`src/rtl/rsa_block_sequencer.sv`:
```
// Sequences one RSA decryption batch: fetch d and n, then read c[k], run the core, and write m[k] back in place.
// Optional watchdog on every wait state is enabled with `define RSA_SEQ_TIMEOUT_EN.
module rsa_block_sequencer #(
  parameter int          DATA_W     = 256,
  parameter int          ADDR_W     = 32,
  parameter int unsigned BASE_ADDR  = 0,
  parameter int          NUM_BLOCKS = 38,
  parameter int          CNT_W      = 6
) (
  input  logic              clk,
  input  logic              reset,
  input  logic              avm_m0_waitrequest,
  output logic [ADDR_W-1:0] avm_m0_address,
  output logic              avm_m0_read,
  output logic              avm_m0_write,
  input  logic [DATA_W-1:0] avm_m0_readdata,
  output logic [DATA_W-1:0] avm_m0_writedata,
  input  logic              avm_m0_readdatavalid,
  output logic              avs_s0_waitrequest,
  input  logic              avs_s0_address,
  input  logic              avs_s0_read,
  input  logic              avs_s0_write,
  output logic [7:0]        avs_s0_readdata,
  input  logic [7:0]        avs_s0_writedata,
  output logic              core_start,
  output logic [DATA_W-1:0] core_d,
  output logic [DATA_W-1:0] core_n,
  output logic [DATA_W-1:0] core_c,
  input  logic [DATA_W-1:0] core_m,
  input  logic              core_done
);

  typedef enum logic [3:0] {
    S_IDLE, S_RD_D_REQ, S_RD_D_WAIT, S_RD_N_REQ, S_RD_N_WAIT,
    S_RD_C_REQ, S_RD_C_WAIT, S_CORE_GO, S_CORE_WAIT, S_WR_M
  } state_t;

  localparam logic [CNT_W-1:0] LAST_IDX = CNT_W'(NUM_BLOCKS - 1);

  state_t           state;
  logic [CNT_W-1:0] index;
  logic             done_q;
  logic             err_q;
  logic             start;
  logic             wd_expire;
  logic             unused;

  // Ciphertext word k sits one 32-byte line per index above d and n; wraps modulo 2^ADDR_W.
  function automatic logic [ADDR_W-1:0] c_addr(input logic [CNT_W-1:0] idx);
    return ADDR_W'(BASE_ADDR) + ADDR_W'(64) + (ADDR_W'(idx) << 5);
  endfunction

  assign start              = avs_s0_write && !avs_s0_address && avs_s0_writedata[0];
  assign avs_s0_waitrequest = 1'b0;
  assign unused             = ^{avs_s0_read, avs_s0_writedata[7:1]};

  always_comb begin
    avs_s0_readdata = 8'(index);
    if (!avs_s0_address)
      avs_s0_readdata = (state != S_IDLE) ? 8'hFF : {6'b0, err_q, done_q};
  end

`ifdef RSA_SEQ_TIMEOUT_EN
  logic [15:0] wdog;
  state_t      state_d;
  logic        in_wait;

  assign in_wait   = (state == S_RD_D_WAIT) || (state == S_RD_N_WAIT) ||
                     (state == S_RD_C_WAIT) || (state == S_CORE_WAIT);
  assign wd_expire = in_wait && (wdog == 16'hFFFF);

  // Comparing against last cycle's state makes any transition reload the count.
  always_ff @(posedge clk or negedge reset) begin
    if (!reset) begin
      wdog    <= 16'h0;
      state_d <= S_IDLE;
    end else begin
      state_d <= state;
      if (state != state_d) wdog <= 16'h0;
      else if (in_wait)     wdog <= wdog + 16'd1;
    end
  end
`else
  assign wd_expire = 1'b0;
  assign err_q     = 1'b0;
`endif

  // NOTE: state registers use non-blocking assignments so every branch sees pre-edge values.
  always_ff @(posedge clk or negedge reset) begin
    if (!reset) begin
      state            <= S_IDLE;
      index            <= '0;
      done_q           <= 1'b0;
`ifdef RSA_SEQ_TIMEOUT_EN
      err_q            <= 1'b0;
`endif
      avm_m0_address   <= '0;
      avm_m0_read      <= 1'b0;
      avm_m0_write     <= 1'b0;
      avm_m0_writedata <= '0;
      core_start       <= 1'b0;
      core_d           <= '0;
      core_n           <= '0;
      core_c           <= '0;
    end else begin
      core_start <= 1'b0;
      if (wd_expire) begin
        avm_m0_read  <= 1'b0;
        avm_m0_write <= 1'b0;
        state        <= S_IDLE;
`ifdef RSA_SEQ_TIMEOUT_EN
        err_q        <= 1'b1;
`endif
      end else begin
        case (state)
          S_IDLE: if (start) begin
            done_q         <= 1'b0;
`ifdef RSA_SEQ_TIMEOUT_EN
            err_q          <= 1'b0;
`endif
            index          <= '0;
            avm_m0_read    <= 1'b1;
            avm_m0_address <= ADDR_W'(BASE_ADDR);
            state          <= S_RD_D_REQ;
          end
          S_RD_D_REQ: if (!avm_m0_waitrequest) begin
            avm_m0_read <= 1'b0;
            state       <= S_RD_D_WAIT;
          end
          S_RD_D_WAIT: if (avm_m0_readdatavalid) begin
            core_d         <= avm_m0_readdata;
            avm_m0_read    <= 1'b1;
            avm_m0_address <= ADDR_W'(BASE_ADDR) + ADDR_W'(32);
            state          <= S_RD_N_REQ;
          end
          S_RD_N_REQ: if (!avm_m0_waitrequest) begin
            avm_m0_read <= 1'b0;
            state       <= S_RD_N_WAIT;
          end
          S_RD_N_WAIT: if (avm_m0_readdatavalid) begin
            core_n         <= avm_m0_readdata;
            avm_m0_read    <= 1'b1;
            avm_m0_address <= c_addr(index);
            state          <= S_RD_C_REQ;
          end
          S_RD_C_REQ: if (!avm_m0_waitrequest) begin
            avm_m0_read <= 1'b0;
            state       <= S_RD_C_WAIT;
          end
          S_RD_C_WAIT: if (avm_m0_readdatavalid) begin
            core_c     <= avm_m0_readdata;
            core_start <= 1'b1;
            state      <= S_CORE_GO;
          end
          S_CORE_GO: state <= S_CORE_WAIT;
          S_CORE_WAIT: if (core_done) begin
            avm_m0_writedata <= core_m;
            avm_m0_write     <= 1'b1;
            state            <= S_WR_M;
          end
          // The address register still holds c[index], so plaintext lands in place.
          S_WR_M: if (!avm_m0_waitrequest) begin
            avm_m0_write <= 1'b0;
            if (index == LAST_IDX) begin
              done_q <= 1'b1;
              state  <= S_IDLE;
            end else begin
              index          <= index + CNT_W'(1);
              avm_m0_read    <= 1'b1;
              avm_m0_address <= c_addr(index + CNT_W'(1));
              state          <= S_RD_C_REQ;
            end
          end
          default: state <= S_IDLE;
        endcase
      end
    end
  end

endmodule

```
`config.mk`:
```
export PLATFORM = sky130hd
export DESIGN_NAME = rsa_block_sequencer
export DESIGN_NICKNAME = d
export VERILOG_FILES = /design/src/rtl/rsa_block_sequencer.sv
export SDC_FILE = /design/constraint.sdc
export NUM_CORES = 1
export LEC_CHECK = 0
export ABC_AREA = 1
export ABC_CLOCK_PERIOD_IN_PS = 5600
export CAP_MARGIN = 15
export CORE_AREA = 5 5 615 617
export CTS_CLUSTER_DIAMETER = 40
export CTS_CLUSTER_SIZE = 8
export DETAILED_ROUTE_END_ITERATION = 10
export DIE_AREA = 0 0 620 622
export MAX_ROUTING_LAYER = met4
export PLACE_DENSITY = 0.35
export SYNTH_ARGS = -nofsm -noshare
export SYNTH_HDL_FRONTEND = slang
export SYNTH_SLANG_ARGS = --single-unit
```
`constraint.sdc`:
```
create_clock -name clk -period 5.6 [get_ports clk]
set_input_delay 0.56 -clock clk [delete_from_list [all_inputs] [get_ports clk]]
set_output_delay 0.56 -clock clk [all_outputs]
set_load 0.02 [all_outputs]
```
==> key figures <==
Pwr
  • PwrDens: 673 mW/mm^2
  • Worst vdd ir: 0.323 mV
  • Pwr Total: approximately 47,000 uW
  • Leakage: roughly 0.03 uW

Setup path
  • Internal reg-to-reg setup slack: ~2.9 ns
  • WP data arrival: about 2.7 ns
  • Critical path fanouts, max: 6
  • Crit Path Class: reg2out
  • Critical Path RT: slightly above 5 ns
  • CP Launch Type: flop
  • Worst Setup End Kind: output port

Route
  • # DRC: 0
  • WL final: 254,000 um
  • Drt pass-1 iters: 5
  • Vias: about 33,000
  • Number of DRC markers in iteration 0: 2,069
  • Avg Vias per Cell: 3.20
  • ANT nets after route: 0
  • Drt wl/cell: between 20 and 25 um

Logic synthesis
  • Mapped Cells: around 3,500
  • Primary FF master, synth: dfrtp_1
  • EDFF count, synth: 0
  • Synthesized area: 0.0397 mm^2
  • Post-synth top area share: about 66%
  • Synth area leaders: dfrtp_1 (66%), nand2_1 (8.0%), mux2_2 (5.8%), o21ai_0 (5.4%), o21a_1 (4.8%)
  • Commonest cells post-synth: dfrtp_1 (1,045), nand2_1 (848), o21ai_0 (425)
  • Yosys reg bits: approximately 1,000
  • Post-synth top area cell: dfrtp_1
  • Synth Warn #: 0
  • Distinct cells, synth: 30
  • Mean post-synth cell area: approximately 11 um^2
  • Seq/Total Area, Yosys: ~66%
  • Most frequent cell after synthesis: dfrtp_1
  • Share of flip-flops with an asynchronous set or reset: 100%

Timing
  • RSZ-0062 raised after global routing: no
  • Max Slew Vio Count: 0
  • Final min period: 3.30 ns
  • Final Hold Vio Count: 0
  • Slew @ Worst Pin: between 0.9 and 1 ns
  • Fmax: 0.303 GHz
  • Max_slew headroom: around a third
  • Sum of negative setup slack: 0 ns
  • Clk_skew: between 0.07 and 0.08 ns
  • Hold WS: 0.314 ns
  • Setup violations, final: 0
  • Final period util: about 59%

GRT
  • Tot GR Track Use: about an eighth
  • Vias in the first global route: ~35,000
  • Met1 Resource Use GR: 13.3%
  • First-pass GRT wire length: ~330,000 um
  • Pin count of the biggest net entering global routing: ~160
  • GRT met3 Usage: roughly 4.3%
  • Total gr overflow: 0
  • Gr busiest metal: met2
  • Initial antenna violation count: roughly 120
  • GR met2 Demand/Resource: a little under a quarter

Die
  • Die Area: ~0.39 mm^2
  • Die X: 620 um
  • Core Box Area: roughly 0.37 mm^2
  • Chip height: between 600 and 700 um
  • Row count: ~220
  • # IOs: about 1,600
  • Initial Util: between 10% and 20%

Finish
  • Fin nets: roughly 5,700
  • Final Cell Area: 0.0703 mm^2
  • Layout Area Growth over Synthesis: 77.2%
  • Fraction of layout cells with a size suffix above 1: between 10% and 20%
  • Layout fillers: approximately 41,000

Min path
  • Min-Delay Path Class: in2reg

Placed design
  • PortBufs: 1,561
  • RePlAce Congestion: between 0.8 and 0.9
  • Area after DPL: ~0.061 mm^2
  • Post-DP HPWL: slightly above 200,000 um

Clock network
  • CTS buffer count: 273
  • Max clock buf depth: 4
  • Root Driver: clkbuf_16
  • Sink Count: 1,045
  • Clock Latency Late Sink: 0.86 ns
  • H-tree Lvls: 5
  • Clock transition at the registers of the reported paths: around 0.05 ns
  • CTS tree: built
  • Post-CTS setup buffers: 0

Run
  • Max-cap violations: 0

Run status
  • Result of the run: finished, final reports clean
-- through the flow --
| stage | cells | setup slack (ns) | utilization (%) |
|---|---|---|---|
| 6_report | 10400 | 2.30 | 18.9 |
| 5_1_grt | 10400 | 2.08 | 18.9 |
| 4_1_cts | 10400 | 2.16 | 18.9 |
| 3_5_place_dp | 9890 | 2.35 | 16.4 |
| 3_3_place_gp | 9890 | 2.32 | 16.4 |
| 2_1_floorplan | 3538 | 3.75 | - |
-- sequential cells by signal (all words and copies together) (netlist names), 4 cells and up --
name / cells
core_d: 256
index: 6
core_c: 256
core_n: 256
avm_m0_writedata: 256
state: 4
avm_m0_address: 7
-- worst max-delay path, stage by stage, from the launching register on --
cell and delay [ns]:
dfrtp_1 0.45, nor2_1 0.38, nand2_1 0.17, nand2_1 0.19
o21ai_0 0.13, clkdlybuf4s50_1 0.63
-- layer usage --
| layer | wire [um] | share of wire [%] |
|---|---|---|
| met5 | 0 | 0 |
| met2 | 134000 | 53 |
| met4 | 8900 | 3.5 |
| met1 | 90800 | 36 |
| met3 | 20600 | 8.1 |
-- worst paths after layout --
| check | startpoint | endpoint | cells after the start |
|---|---|---|---|
| min in group asynchronous | reset | core_n[156] | 2 |
| worst max-delay path | state[3] | avs_s0_readdata[5] | 5 |
| max in group asynchronous | reset | avm_m0_writedata[215] | 4 |
| worst min register to register | core_n[162] | core_n[162] | 2 |
| worst max register to register | state[3] | core_d[246] | 6 |
| worst min-delay path | avm_m0_readdata[100] | core_c[100] | 3 |
-- power by group --
group	internal (uW)	total (uW)	switching (uW)	leakage, uW
registers	10900	12900	2000	0.0129
clock network	11100	16200	5100	0.00461
logic	7740	18300	10500	0.0125
-- kinds of logic (layout without fill, tap and decap cells) --
| logic type | Yosys count | count (layout) | share of synthesized area, % |
|---|---|---|---|
| DFF | 1045 | 1045 | 65.9 |
| and+or+nand+nor | 904 | 904 | 8.82 |
| AOI/OAI and AO/OA | 797 | 797 | 11.7 |
| buffers and inverters | 507 | 2375 | 6.21 |
| muxes | 256 | 256 | 7.27 |
| adders and majority gates | 3 | 3 | 0.0946 |
| other | 1 | 56 | 0.00945 |
-- cell usage in the layout, fill, tap and decap left out, drive strengths merged, types with 2 or more instances in the layout --
master / n
bufinv: 30
nand3: 18
nor2: 27
o21a: 256
dfrtp: 1045
clkbuf: 367
clkinv: 60
a21oi: 5
ha: 3
nand4: 2
o31ai: 2
mux2: 256
o21ai: 531
clkdlybuf4s50: 1560
clkinvlp: 18
nand2: 853
diode: 30
nor3: 3
conb: 26
inv: 291
buf: 48
-- timing repair --
item                      4_1_cts  5_1_grt
hold buffers                    1        0
resized for setup               0        0
hold endpoints to repair       50        0
-- area by class of cell --
class / count / area (um^2) / area share (%)
clock inverters: 120 / 1650 / 2.35
diodes: 30 / 75.1 / 0.107
well taps: 4972 / 6220 / 8.85
inverters: 279 / 1050 / 1.50
flip-flops and latches: 1045 / 26200 / 37.2
clock buffers: 367 / 7780 / 11.1
multi-input cells: 1986 / 11200 / 15.9
repair buffers: 1609 / 16200 / 23.1
Note: power is estimated with default switching activity, not from simulation.
